--- config.mk ---
export PLATFORM = sky130hd
export DESIGN_NAME = match_controller
export DESIGN_NICKNAME = d
export VERILOG_FILES = /design/src/rtl/match_controller.sv
export SDC_FILE = /design/constraint.sdc
export NUM_CORES = 1
export LEC_CHECK = 0
export BUFFER_PORTS_ARGS = -buffer_cell sky130_fd_sc_hd__buf_4
export CAP_MARGIN = 15
export CORE_AREA = 5 5 88 90
export DETAILED_ROUTE_END_ITERATION = 7
export DIE_AREA = 0 0 93 95
export GPL_ROUTABILITY_DRIVEN = 0
export PLACE_DENSITY = 0.9
export SLEW_MARGIN = 40
export SYNTH_ARGS = -nofsm -noshare
export SYNTH_HDL_FRONTEND = slang
export SYNTH_SLANG_ARGS = --single-unit
--- constraint.sdc ---
create_clock -name clk -period 2.9 [get_ports clk]
set_clock_uncertainty 0.15 [all_clocks]
set_input_delay 0.435 -clock clk [delete_from_list [all_inputs] [get_ports clk]]
set_output_delay 0.435 -clock clk [all_outputs]
set_load 0.02 [all_outputs]
--- src/rtl/match_controller.sv ---
// Match sequencing for a two-player ball game: serve handshake, scoring,
// inter-point pause and game-over handling.
//
// state | meaning
// IDLE  | waiting for the first start after reset
// SERVE | serve position/velocity presented, waiting for serve_ready
// PLAY  | ball in play, score events accepted
// PAUSE | counting frame ticks before the next serve
// OVER  | a player reached WIN_SCORE, waiting for start
module match_controller #(
    parameter int unsigned        WIN_SCORE    = 11,
    parameter int unsigned        PAUSE_FRAMES = 60,
    parameter logic signed [7:0]  SERVE_VX     = 8'sd2,
    parameter logic signed [7:0]  SERVE_VY     = 8'sd1
) (
    input  logic        clk,
    input  logic        rst,
    input  logic        start,
    input  logic        frame_tick,
    input  logic [31:0] dimensions,
    input  logic [1:0]  playerDidScore,
    input  logic        serve_ready,
    output logic        serve_valid,
    output logic [31:0] serve_position,
    output logic [15:0] serve_velocity,
    output logic [7:0]  score_left,
    output logic [7:0]  score_right,
    output logic        game_active,
    output logic [1:0]  winner,
    output logic [2:0]  state_out
);

    typedef enum logic [2:0] {
        IDLE  = 3'd0,
        SERVE = 3'd1,
        PLAY  = 3'd2,
        PAUSE = 3'd3,
        OVER  = 3'd4
    } state_t;

    localparam logic [7:0] WIN_Q   = 8'(WIN_SCORE);
    localparam logic [7:0] PAUSE_Q = 8'(PAUSE_FRAMES);

    state_t      state_q, state_d;
    logic [7:0]  score_left_q, score_left_d;
    logic [7:0]  score_right_q, score_right_d;
    logic [1:0]  winner_q, winner_d;
    logic [7:0]  pause_cnt_q, pause_cnt_d;
    logic [31:0] serve_pos_q, serve_pos_d;
    logic [15:0] serve_vel_q, serve_vel_d;
    logic        serve_valid_q, serve_valid_d;
    logic        game_active_q, game_active_d;
    logic        vx_neg_q, vx_neg_d;
    logic        vy_neg_q, vy_neg_d;

    logic [15:0]       half_x, half_y;
    logic signed [7:0] vx_val, vy_val;
    logic              transfer;

    assign half_x   = dimensions[31:16] >> 1;
    assign half_y   = dimensions[15:0] >> 1;
    assign transfer = serve_valid_q & serve_ready;

    always_comb begin
        state_d       = state_q;
        score_left_d  = score_left_q;
        score_right_d = score_right_q;
        winner_d      = winner_q;
        pause_cnt_d   = pause_cnt_q;
        serve_pos_d   = serve_pos_q;
        serve_vel_d   = serve_vel_q;
        vx_neg_d      = vx_neg_q;
        vy_neg_d      = vy_neg_q;

        case (state_q)
            IDLE: begin
                if (start) begin
                    state_d       = SERVE;
                    score_left_d  = 8'd0;
                    score_right_d = 8'd0;
                    winner_d      = 2'b00;
                    vx_neg_d      = 1'b0;
                    vy_neg_d      = 1'b0;
                end
            end
            SERVE: begin
                if (transfer) begin
                    state_d  = PLAY;
                    vy_neg_d = ~vy_neg_q;
                end
            end
            PLAY: begin
                case (playerDidScore)
                    2'b10: begin
                        // next serve heads toward the player who conceded
                        vx_neg_d = 1'b1;
                        if (score_right_q != WIN_Q) begin
                            score_right_d = score_right_q + 8'd1;
                        end
                        if (score_right_d == WIN_Q) begin
                            state_d  = OVER;
                            winner_d = 2'b10;
                        end else begin
                            state_d     = PAUSE;
                            pause_cnt_d = PAUSE_Q;
                        end
                    end
                    2'b01: begin
                        vx_neg_d = 1'b0;
                        if (score_left_q != WIN_Q) begin
                            score_left_d = score_left_q + 8'd1;
                        end
                        if (score_left_d == WIN_Q) begin
                            state_d  = OVER;
                            winner_d = 2'b01;
                        end else begin
                            state_d     = PAUSE;
                            pause_cnt_d = PAUSE_Q;
                        end
                    end
                    2'b11: begin
                        state_d     = PAUSE;
                        pause_cnt_d = PAUSE_Q;
                    end
                    default: ;
                endcase
            end
            PAUSE: begin
                if (frame_tick) begin
                    if (pause_cnt_q <= 8'd1) begin
                        state_d     = SERVE;
                        pause_cnt_d = 8'd0;
                    end else begin
                        pause_cnt_d = pause_cnt_q - 8'd1;
                    end
                end
            end
            OVER: begin
                if (start) begin
                    state_d       = SERVE;
                    score_left_d  = 8'd0;
                    score_right_d = 8'd0;
                    winner_d      = 2'b00;
                    vx_neg_d      = 1'b0;
                    vy_neg_d      = 1'b0;
                end
            end
            default: state_d = IDLE;
        endcase

        // serve fields are captured once on SERVE entry and frozen until transfer
        vx_val = vx_neg_d ? -SERVE_VX : SERVE_VX;
        vy_val = vy_neg_d ? -SERVE_VY : SERVE_VY;
        if (state_d == SERVE && state_q != SERVE) begin
            serve_pos_d = {half_x, half_y};
            serve_vel_d = {vx_val, vy_val};
        end

        serve_valid_d = (state_d == SERVE);
        game_active_d = (state_d == PLAY);
    end

    always_ff @(posedge clk) begin
        if (rst) begin
            state_q       <= IDLE;
            score_left_q  <= 8'd0;
            score_right_q <= 8'd0;
            winner_q      <= 2'b00;
            pause_cnt_q   <= 8'd0;
            serve_pos_q   <= 32'd0;
            serve_vel_q   <= 16'd0;
            serve_valid_q <= 1'b0;
            game_active_q <= 1'b0;
            vx_neg_q      <= 1'b0;
            vy_neg_q      <= 1'b0;
        end else begin
            state_q       <= state_d;
            score_left_q  <= score_left_d;
            score_right_q <= score_right_d;
            winner_q      <= winner_d;
            pause_cnt_q   <= pause_cnt_d;
            serve_pos_q   <= serve_pos_d;
            serve_vel_q   <= serve_vel_d;
            serve_valid_q <= serve_valid_d;
            game_active_q <= game_active_d;
            vx_neg_q      <= vx_neg_d;
            vy_neg_q      <= vy_neg_d;
        end
    end

    assign serve_valid    = serve_valid_q;
    assign serve_position = serve_pos_q;
    assign serve_velocity = serve_vel_q;
    assign score_left     = score_left_q;
    assign score_right    = score_right_q;
    assign game_active    = game_active_q;
    assign winner         = winner_q;
    assign state_out      = state_q;

endmodule

==> summary.log <==
[synthesis] most instantiated library cell after synthesis nand2_1
[clock_tree] clock slew at reported path FFs 0.07 ns
[timing] slew at the pin closest to its max-slew limit 0.6687 ns
[timing] RSZ-0062 raised after global routing no
[status] result of the run complete, no violations
[clock_tree] level count of the clock H-tree 3
[route] Starting DRT DRC Count 272
[finish] non-filler cells, final 604
[synthesis] number of warning messages in the yosys log 0
[synthesis] netlist area before placement 3349 sq um
[route] final routed wirelength across all metal layers 8960 microns
[worst_setup_path] crit path launch type flop
[grt] number of antenna violations at the first check in global routing 0
[pwr] Pwr Total 2.022 mW
[grt] via count of the first global-routing pass 3299
[synthesis] largest cells by area after synthesis dfxtp_1, nand2_1, a21oi_1, nor2_1, buf_4
[pwr] VDD IR-drop max 0.0002743 V
[finish] post-layout util 0.6118
[finish] ratio of cells with drive above 1 in the final layout 0.2739
[timing] post-route setup slack 0.1579 ns
[timing] final count of hold timing violations 0
[clock_tree] number of clock buffers inserted by TritonCTS 9
[route] iteration count of the initial detailed-routing pass 4
[finish] post-route cell area 4272 sq um
[timing] final critical-path required period 2.742 ns
[worst_setup_path] maximum net fanout on the critical path 13
[place] area of placed instances 4075 sq um
[timing] TNS Setup 0 ns
[finish] layout-stage area growth over the synthesis result 27.53%
[floorplan] total I/O pin count 110
[place] HPWL after DPL 6225 microns
[floorplan] DIE AREA 8835 sq um
[place] post-place setup slack 0.1634 ns
[floorplan] vertical extent of the die 95 microns
[grt] total congestion overflow after global routing 0
[place] count of input and output buffers 104
[floorplan] Chip Width 93 microns
[timing] final setup violating endpoints 0
[clock_tree] maximum number of buffers from clock root to sink 2
[worst_setup_path] Worst Setup Path Type flop to flop
[route] drt wl/cell 14.83 microns
[pwr] pwr dens 473.4 nW/um^2
[worst_setup_path] critical path capture point type flop
[synthesis] Seq cells post-synth 66
[hold_path] worst min-delay path class input pin to flop
[timing] worst hold margin 0.1918 ns
[pwr] cell leakage power 1.819 nW
[worst_setup_path] worst path required time 2.94 ns
[grt] global routing usage summed across all routing layers 0.1977
[route] post-detailed-route count of antenna-violating nets 0
[synthesis] post-synth cell types 58
[synthesis] Mapped Avg Cell Area 7.700 sq um
[synthesis] count of flip-flops with a built-in enable after synthesis 0
[route] routed via count divided by cell count 5.601
[timing] final-report max-slew violation count 0
[floorplan] standard-cell row count 31
[synthesis] Async S/R FF share, synth 0
[timing] top achievable clock speed 0.3647 GHz
[synthesis] Synth Instances 435
[clock_tree] worst skew pair latency 0.34 ns
[synthesis] Most used DFF post-synth dfxtp_1
[finish] nets 566
[clock_tree] CTS sink cnt 66
[place] Cells after DPL 590
[grt] wire length of the first global-routing pass 14290 microns
[synthesis] area share of the largest cell type after synthesis 0.3945
[route] residual DRC count 0
[floorplan] placeable core region 6982 sq um
[clock_tree] CTS tree built
[run] MaxCap Viol Count 0
[timing] Relative slew margins 0.5542
[clock_tree] number of buffers added for setup after CTS 0
[synthesis] sequential area share after synthesis 0.3945
[clock_tree] buffer type at the clock tree root clkbuf_8
[floorplan] initial cell density of the core 0.4797
[route] number of vias after detailed routing 3383
[synthesis] top cells by instance count after synthesis nand2_1, dfxtp_1, a21oi_1, nor2_1, clkbuf_1
[worst_setup_path] Arrival @ worst endpoint 2.78 ns
[synthesis] cell type with the highest aggregate area in the netlist dfxtp_1
[grt] largest net degree at the start of global routing 65
[timing] part of the cycle the worst path needs 0.9455
[finish] # diodes 0
## final cells by class
class	instances	area, sq um
clock inverter	3	40.04
fill	594	2710
multi-input combinational	324	1804
clock buffer	11	151.4
inverter	9	33.78
sequential	66	1321
timing repair buffer	109	818.3
tap	82	102.6
## logic make-up after synthesis
| group | Yosys count | share of synthesized area |
|---|---|---|
| other | 1 | 0.001120 |
| buffers and inverters | 47 | 0.07172 |
| multiplexers | 1 | 0.003362 |
| AO/OA/AOI/OAI | 106 | 0.1969 |
| adder cells (fa/ha/maj) | 8 | 0.02989 |
| XOR/XNOR | 1 | 0.002615 |
| AND/OR/NAND/NOR | 205 | 0.3000 |
| flip-flops | 66 | 0.3945 |
## registers in the layout, summed over array words and instances, names as in the netlist
name and count:
winner 2, state_out 3, serve_valid 1, score_left 8
vx_neg_q 1, serve_position 30, game_active 1, vy_neg_q 1
pause_cnt_q 8, score_right 8, serve_velocity 3
## worst paths after layout
| kind | slack (ns) | cells past startpoint | startpoint | end |
|---|---|---|---|---|
| worst max register to register | 0.16 | 8 | score_left[0]$_SDFFE_PP0P_ | pause_cnt_q[5]$_SDFFE_PP0P_ |
| worst max-delay path | 0.16 | 8 | score_left[0]$_SDFFE_PP0P_ | pause_cnt_q[5]$_SDFFE_PP0P_ |
| worst min register to register | 0.30 | 2 | serve_position[2]$_SDFFE_PP0P_ | serve_position[2]$_SDFFE_PP0P_ |
| worst min-delay path | 0.19 | 3 | dimensions[23] | serve_position[22]$_SDFFE_PP0P_ |
## cells in the final DEF, fill, tap and decap left out, types with 7 or more instances in the layout
master,instances
nor2_1,37
dfxtp_1,66
nand2_1,90
nor3_1,7
buf_4,109
o21ai_0,11
clkbuf_8,11
nand3_1,9
inv_1,9
a21oi_1,52
ha_1,7
nand2b_1,13
## report_power, final
part	total, mW	internal, mW	switching, mW
combinational	0.299	0.124	0.175
clock	0.760	0.431	0.329
sequential	0.963	0.942	0.0208
## what timing repair did
action,in CTS,in global routing
endpoints found under the setup margin,0,4
resized for setup,0,2
hold buffers,0,0
## layer usage
layer / GRT usage / share of wire / vias to the layer above / wire (microns)
met5: 0 / 0 / - / 0
li1: - / - / 1661 / -
met4: 0.1148 / 0.023 / 0 / 210
met3: 0.04382 / 0.061 / 21 / 546
met2: 0.3461 / 0.51 / 117 / 4608
met1: 0.2207 / 0.40 / 1584 / 3594
## critical path: stages, from the launching register on
cell and delay, ns:
dfxtp_1 0.32, ha_1 0.30, nand2b_1 0.08, or4_1 0.50, a32o_1 0.29, nor4_1 0.38, o31a_2 0.36, nand2b_1 0.15
a21oi_1 0.06
(Power assumes the default switching activity.)
